$ cat config.mk
export PLATFORM = sky130hd
export DESIGN_NAME = logic_gate_unit
export DESIGN_NICKNAME = d
export VERILOG_FILES = /design/src/rtl/logic_gate_unit_pkg.sv /design/src/rtl/logic_gate_unit_switch_debounce.sv /design/src/rtl/logic_gate_unit.sv
export SDC_FILE = /design/constraint.sdc
export NUM_CORES = 1
export LEC_CHECK = 0
export ABC_AREA = 1
export CELL_PAD_IN_SITES_DETAIL_PLACEMENT = 2
export CELL_PAD_IN_SITES_GLOBAL_PLACEMENT = 2
export CORE_MARGIN = 2
export CORE_UTILIZATION = 30
export DETAILED_ROUTE_END_ITERATION = 10
export PLACE_DENSITY = 0.75
export RECOVER_POWER = 50
export SYNTH_ARGS = -nofsm -noshare
export SYNTH_HDL_FRONTEND = slang
export SYNTH_SLANG_ARGS = --single-unit
$ cat constraint.sdc
create_clock -name clk -period 1.8 [get_ports clk]
set_input_delay 0.45 -clock clk [delete_from_list [all_inputs] [get_ports clk]]
set_output_delay 0.45 -clock clk [all_outputs]
set_load 0.02 [all_outputs]
$ cat src/rtl/logic_gate_unit_pkg.sv
// Shared definitions for the switch-driven gate unit: op encodings and the
// gate reduction, kept here so later ALU labs can reuse it.
package logic_gate_unit_pkg;

  localparam int MAX_IN = 8;

  localparam logic [2:0] OP_AND  = 3'b000;
  localparam logic [2:0] OP_OR   = 3'b001;
  localparam logic [2:0] OP_XOR  = 3'b010;
  localparam logic [2:0] OP_NAND = 3'b011;
  localparam logic [2:0] OP_NOR  = 3'b100;
  localparam logic [2:0] OP_XNOR = 3'b101;
  localparam logic [2:0] OP_BUF  = 3'b110;
  localparam logic [2:0] OP_ZERO = 3'b111;

  // Only the low n bits take part, so callers may zero-extend narrower vectors.
  function automatic logic gate_reduce(input logic [2:0] op,
                                       input logic [MAX_IN-1:0] bits,
                                       input int n);
    logic all1, any1, par, res;
    all1 = 1'b1;
    any1 = 1'b0;
    par  = 1'b0;
    for (int i = 0; i < MAX_IN; i++) begin
      if (i < n) begin
        all1 = all1 & bits[i];
        any1 = any1 | bits[i];
        par  = par ^ bits[i];
      end
    end
    case (op)
      OP_AND:  res = all1;
      OP_OR:   res = any1;
      OP_XOR:  res = par;
      OP_NAND: res = ~all1;
      OP_NOR:  res = ~any1;
      OP_XNOR: res = ~par;
      OP_BUF:  res = bits[0];
      default: res = 1'b0;
    endcase
    return res;
  endfunction

endpackage

$ cat src/rtl/logic_gate_unit_switch_debounce.sv
// One switch input: two-flop synchroniser followed by a mismatch counter that
// accepts a new level only after DEB_CYCLES consecutive disagreeing cycles.
module switch_debounce #(
  parameter int DEB_CYCLES = 4
) (
  input  logic clk,
  input  logic rst_n,
  input  logic sw_i,
  output logic stable_o
);

  localparam int CW = $clog2(DEB_CYCLES + 1);
  localparam logic [CW-1:0] CNT_LAST = CW'(DEB_CYCLES - 1);

  logic          sync1_q, sync2_q;
  logic          stable_q, stable_d;
  logic [CW-1:0] cnt_q, cnt_d;

  // Any cycle agreeing with the accepted level restarts the count, so bounce is dropped.
  always_comb begin
    cnt_d    = cnt_q;
    stable_d = stable_q;
    if (sync2_q == stable_q) begin
      cnt_d = '0;
    end else if (cnt_q == CNT_LAST) begin
      stable_d = sync2_q;
      cnt_d    = '0;
    end else begin
      cnt_d = cnt_q + CW'(1);
    end
  end

  always_ff @(posedge clk or negedge rst_n) begin
    if (!rst_n) begin
      sync1_q  <= 1'b0;
      sync2_q  <= 1'b0;
      stable_q <= 1'b0;
      cnt_q    <= '0;
    end else begin
      sync1_q  <= sw_i;
      sync2_q  <= sync1_q;
      stable_q <= stable_d;
      cnt_q    <= cnt_d;
    end
  end

  assign stable_o = stable_q;

endmodule

$ cat src/rtl/logic_gate_unit.sv
// Debounced switch bank combined by a runtime-selectable gate into a
// registered LED plus a one-cycle change pulse.
module logic_gate_unit
  import logic_gate_unit_pkg::*;
#(
  parameter int N_IN       = 2,
  parameter int DEB_CYCLES = 4
) (
  input  logic            clk,
  input  logic            rst_n,
  input  logic [N_IN-1:0] sw_i,
  input  logic [2:0]      op_i,
  output logic [N_IN-1:0] stable_o,
  output logic            led_o,
  output logic            changed_o
);

  logic [MAX_IN-1:0] stable_ext;
  logic              led_q, led_d;
  logic              changed_q, changed_d;

  for (genvar k = 0; k < N_IN; k++) begin : g_deb
    switch_debounce #(.DEB_CYCLES(DEB_CYCLES)) u_deb (
      .clk      (clk),
      .rst_n    (rst_n),
      .sw_i     (sw_i[k]),
      .stable_o (stable_o[k])
    );
  end

  assign stable_ext = MAX_IN'(stable_o);

  always_comb begin
    led_d     = gate_reduce(op_i, stable_ext, N_IN);
    changed_d = (led_d != led_q);
  end

  always_ff @(posedge clk or negedge rst_n) begin
    if (!rst_n) begin
      led_q     <= 1'b0;
      changed_q <= 1'b0;
    end else begin
      led_q     <= led_d;
      changed_q <= changed_d;
    end
  end

  assign led_o     = led_q;
  assign changed_o = changed_q;

endmodule

# Word level (Yosys, flattened, before mapping)
# Cells that the tools add are included.
dict set report classes {
  add_sub_neg 2
  eq_ne 11
  mux 5
  n_bitwise 8
  reduce_logical 3
}
# cell count
set op_table {}
lappend op_table {{3-bit by 2-bit equality test with 1-bit output, second input constant} 4}
lappend op_table {{3-bit two-way mux} 4}
lappend op_table {{3-bit equality test, second input constant} 3}
lappend op_table {{1-bit case mux with 7 select lines} 1}
lappend op_table {{3-bit by 1-bit adder with 3-bit output, second input constant} 2}
lappend op_table {{1-bit inverter} 5}
lappend op_table {{2-bit AND reduction} 2}
lappend op_table {{3-bit by 1-bit equality test with 1-bit output, second input constant} 1}
lappend op_table {{3-bit logical NOT} 1}
lappend op_table {{1-bit equality test} 2}
lappend op_table {{1-bit bitwise AND} 1}
lappend op_table {{1-bit inequality test} 1}
lappend op_table {{1-bit OR} 1}
lappend op_table {{1-bit bitwise XOR} 1}
dict set report totals {
  reg_bits 14
  in_bits 7
  out_inout_bits 4
  word_cells 39
}

# Logic depth before layout (Yosys ltp)
dict set report logic_depth {
  ltp_word 4
  ltp_mapped 10
  depth_no_buf 10
}

# Cells and area by module
# A second synthesis with hierarchy kept.
dict set report hier_totals {
  cells_unflattened 83
  area_unflattened_um2 690.7
}
# module instances cells_per_inst area_per_inst_um2 seq_area_each_um2
set modules_own_cells {}
lappend modules_own_cells {switch_debounce 2 25 239.0 150.1}
lappend modules_own_cells {logic_gate_unit 1 33 212.7 50.0}

# Worst setup path after synthesis
# No wires, ideal clock.
dict set report synth_timing {
  path_type {register to register}
  from {reg g_deb[0].u_deb.stable_q}
  to {reg changed_q, in the netlist changed_o}
  arrival_time_ns 1.172
  t_required_ns 1.683
  setup_slack_ns 0.510
  path_stages_with_launch 11
  n_path_buf 0
  cell_sequence {dfrtp_1 inv_1 ha_1 inv_1 nand2_1 nand2_1 nand3_2 nand2_1 nand2_1 nand3_1 nand2_1}
}
dict set report synth_between {
  elab_chain_len 4
}
# item line
set synth_rtl {}
lappend synth_rtl {{start: declaration} logic_gate_unit_switch_debounce.sv:16} ;# logic stable_q, stable_d;
lappend synth_rtl {{start signal: assignment} logic_gate_unit_switch_debounce.sv:42} ;# stable_q <= stable_d;
lappend synth_rtl {{1-bit bitwise XOR (tied with other cells)} logic_gate_unit_pkg.sv:28} ;# par = par ^ bits[i];
lappend synth_rtl {{1-bit inverter (on tied branches)} {logic_gate_unit_pkg.sv:37, logic_gate_unit_pkg.sv:35, logic_gate_unit_pkg.sv:36}}
lappend synth_rtl {{1-bit case mux with 7 select lines *} logic_gate_unit_pkg.sv:31} ;# case (op)
lappend synth_rtl {{1-bit inequality test *} logic_gate_unit.sv:35} ;# changed_d = (led_d != led_q);
lappend synth_rtl {{named net changed_d} logic_gate_unit.sv:20} ;# logic changed_q, changed_d;
lappend synth_rtl {{end signal: assignment} logic_gate_unit.sv:44} ;# changed_q <= changed_d;
lappend synth_rtl {{end: declaration} logic_gate_unit.sv:20}
# The timed path passes the listed nets; every way through them passes the cells marked *.
# A chain may end at the register's enable or synchronous reset.

# Worst setup path in the final report
dict set report layout_timing {
  from {reg led_q, in the netlist led_o}
  to {out led_o}
}
# item line
set layout_rtl {}
lappend layout_rtl {{start: declaration} logic_gate_unit.sv:19} ;# logic led_q, led_d;
lappend layout_rtl {{start signal: assignment} logic_gate_unit.sv:43} ;# led_q <= led_d;
lappend layout_rtl {{end: declaration} logic_gate_unit.sv:14} ;# output logic led_o,
# No word-level cell between the ends.

==> qor.log <==
INFO  synthesis      synth_cell_types=15
INFO  sta            hold_viol_final=0
INFO  worst_setup_path worstPathBufferInverterCount=1
INFO  status         outcome=finished, final reports clean
INFO  power_and_ir_drop power_per_cell_area=1450nW/um^2
INFO  sta            period_minus_slack=1.72ns
INFO  die            core.rowCount=16
INFO  power_and_ir_drop seqPwrFrac=0.405
INFO  global_route   antenna_found_initial=0
INFO  synthesis      post_synth_design_cell_area=643squm
INFO  synthesis      synth.top_cell.area_share=0.545
INFO  die            boundary_pins=11
INFO  worst_setup_path critical_path.cell_chain=clkdlybuf4s50_1
INFO  cts            tritoncts=done
INFO  sta            skew=0.00129ns
INFO  die            fp.coreArea=2000squm
INFO  sta            setup-violations-final=0
INFO  worst_setup_path setup.worst_path.start_class=flip-flop
INFO  worst_setup_path timing.critical_path.required=1.35ns
INFO  final_layout   drive_gt1_frac=0.114
INFO  power_and_ir_drop internal_power_component=0.691mW
INFO  worst_setup_path timing.setup.critical_path_class=flip-flop to primary output
INFO  synthesis      avgSynthCellArea=9.60squm
INFO  route          final_antenna_net_count=0
INFO  synthesis      synth-seq-cells=14
INFO  place          dp_slack=0.174ns
INFO  cts            clk_latency_worst_skew_pair=0.28ns
INFO  run            maxCapViolCount=0
INFO  cts            number_of_buffers_on_the_longest_clock_path=2
INFO  route          avgViaCountPerCell=4.66
INFO  sta            post-route-period-util=0.955
INFO  cts            tritoncts.num_buffers=3
INFO  sta            worst_slew_pin_slew=0.736ns
INFO  power_and_ir_drop static-leakage-power=0.396nW
INFO  sta            tns=0ns
INFO  cts            cts.sink_count=14
INFO  synthesis      synthesis.instances=67
INFO  worst_setup_path path_delay_family=buffers and inverters
INFO  die            die_area=2530squm
INFO  synthesis      synth.yosys.seq_area_share=0.545
INFO  sta            rsz_0062_raised_after_global_routing=false
INFO  place          routability_congestion=0.710
INFO  die            die_h=50.3um
INFO  die            start_util=0.321
INFO  worst_setup_path critical_path_peak_fanout=3
INFO  power_and_ir_drop power_switching=0.457mW
INFO  final_layout   final_nets=92
INFO  power_and_ir_drop clock_network_fraction_of_design_power=0.153
INFO  global_route   groute.usage.overall=0.137
INFO  worst_setup_path end_kind=primary output
INFO  synthesis      synth_top_cell_by_area=dfrtp_1
INFO  worst_hold_path hp-class=flip-flop to flip-flop
INFO  place          hpwlAfterDp=1.01mm
INFO  synthesis      yosys_warnings=0
INFO  final_layout   diodes=0
INFO  route          first_pass_iters=2
INFO  sta            max_slew_margin_vs_limit=0.510
INFO  cts            post_cts_setup_repair_buffer_count=0
INFO  global_route   pin_count_of_the_biggest_net_entering_global_routing=15
INFO  global_route   vias_in_the_first_global_route=568
INFO  route          wl_per_cell=12.5um
INFO  power_and_ir_drop irDropWorstVdd=558uV
INFO  synthesis      mappedNetlistNets=78
INFO  worst_setup_path reg2regPathDepth=10
INFO  cts            root_buffer=clkbuf_4
INFO  cts            clkSlewWorstSetupHoldPaths=0.08ns
INFO  worst_setup_path cpMaxStageDelayCell=clkdlybuf4s50_1
INFO  global_route   globalRoute.totalOverflow=0
INFO  synthesis      synth_top_cells_by_area=dfrtp_1 54%, nand2_1 8.2%, ha_1 7.8%
INFO  cts            htree_num_levels=1
INFO  worst_hold_path hold_depth=0
INFO  cts            hold_buffers=0
INFO  power_and_ir_drop finalPower=1.15mW
INFO  sta            final_critical_path_setup_slack=0.0811ns
INFO  power_and_ir_drop switching_share=0.398
INFO  final_layout   areaGrowthSynthToFinish=22.8%
INFO  route          num_vias=494
INFO  place          numPortBuffers=10
INFO  sta            maxSlewViolCount=0
INFO  sta            maxClockFrequency=582MHz
INFO  worst_setup_path slowest_cell_delay_on_critical_path=0.61ns
INFO  route          count_of_routing_violations_after_the_opening_detailed_route_iteration=1
INFO  worst_setup_path worst_ep_arrival_time=1.27ns
INFO  power_and_ir_drop pwr-share-comb=0.442
INFO  die            floorplan.die.width=50.3um
INFO  route          finalWirelength=1.32mm
INFO  worst_setup_path critical_path_depth=1
INFO  global_route   grt_first_pass_wirelength=2.50mm
INFO  route          remaining_drc_errors=0
-- through the flow --
stage          instances  cell area (sq um)  hold WS, ns   util
5_1_grt              106                790        0.365  0.394
3_5_place_dp         103                769        0.337  0.384
6_report             106                790        0.352  0.394
4_1_cts              106                791        0.353  0.395
3_3_place_gp         103                769        0.333  0.384
2_1_floorplan         67                643        0.154      -
-- timing repair --
action | 4_1_cts | 5_1_grt
gates resized for setup | 1 | 1
endpoints found under the hold margin | 0 | 0
endpoints found under the setup margin | 1 | 1
-- cell usage in the layout (no fill, tap or decap), drive strengths merged, types with 3 or more instances in the layout --
master	netlist	final
dfrtp	14	14
nand2	15	15
nor2	4	4
clkdlybuf4s50	0	7
a21oi	3	3
nand3	7	7
clkbuf	0	4
inv	11	11
ha	4	4
-- logic make-up after synthesis --
group                      Yosys count  share of synthesized area
xor gates and xnor gates             2                     0.0272
and+or+nand+nor                     30                      0.232
adders and majority gates            4                     0.0778
AOI/OAI and AO/OA                    4                     0.0311
DFF                                 14                      0.545
buffers and inverters               13                     0.0875
-- flip-flops by register name (all words and copies together), names as in the netlist --
register              count
g_deb.u_deb.stable_o      2
led_o                     1
g_deb.u_deb.sync1_q       2
g_deb.u_deb.sync2_q       2
g_deb.u_deb.cnt_q         6
changed_o                 1
-- worst paths after layout --
check / slack [ns] / start / endpoint
min in group asynchronous: 0.73 / rst_n / g_deb[1].u_deb.cnt_q[0]
max in group asynchronous: 0.61 / rst_n / g_deb[0].u_deb.sync2_q
worst max register to register: 0.26 / g_deb[0].u_deb.stable_o / changed_o
worst min-delay path: 0.35 / g_deb[1].u_deb.sync1_q / g_deb[1].u_deb.sync2_q
worst max-delay path: 0.08 / led_o / led_o
worst min register to register: 0.35 / g_deb[1].u_deb.sync1_q / g_deb[1].u_deb.sync2_q
-- routing by layer --
layer,track usage,part of all wire,vias to the layer above
li1,-,-,232
met1,0.147,0.41,247
met2,0.237,0.53,10
met3,0.0298,0.031,5
met4,0.0946,0.035,0
met5,0,0,-
-- power groups by stage --
stage	clock network [mW]	registers, mW	logic (mW)
after global routing	0.196	0.480	0.594
after detailed placement	0	0.472	0.530
final	0.176	0.465	0.507
after floorplan	0	0.481	0.338
after global placement	0	0.463	0.494
after CTS	0.184	0.467	0.531
-- final cells by class --
| class | count | area (sq um) |
|---|---|---|
| fill | 234 | 1210 |
| multi-input combinational | 40 | 236 |
| tap | 27 | 33.8 |
| sequential | 14 | 350 |
| clock buffer | 3 | 22.5 |
| inverter | 11 | 41.3 |
| timing repair buffer | 11 | 105 |
-- cell usage after synthesis --
library cell  instances
dfrtp_1              14
nand2_1              14
inv_1                 9
ha_1                  4
nand3_1               4
nor2_1                4
a21oi_1               3
nand3_2               3
buf_4                 2
inv_2                 2
nor3_1                2
nor3b_1               2
xnor2_1               2
nand2_2               1
o21ai_1               1
Power figures use the tool's default switching activity.
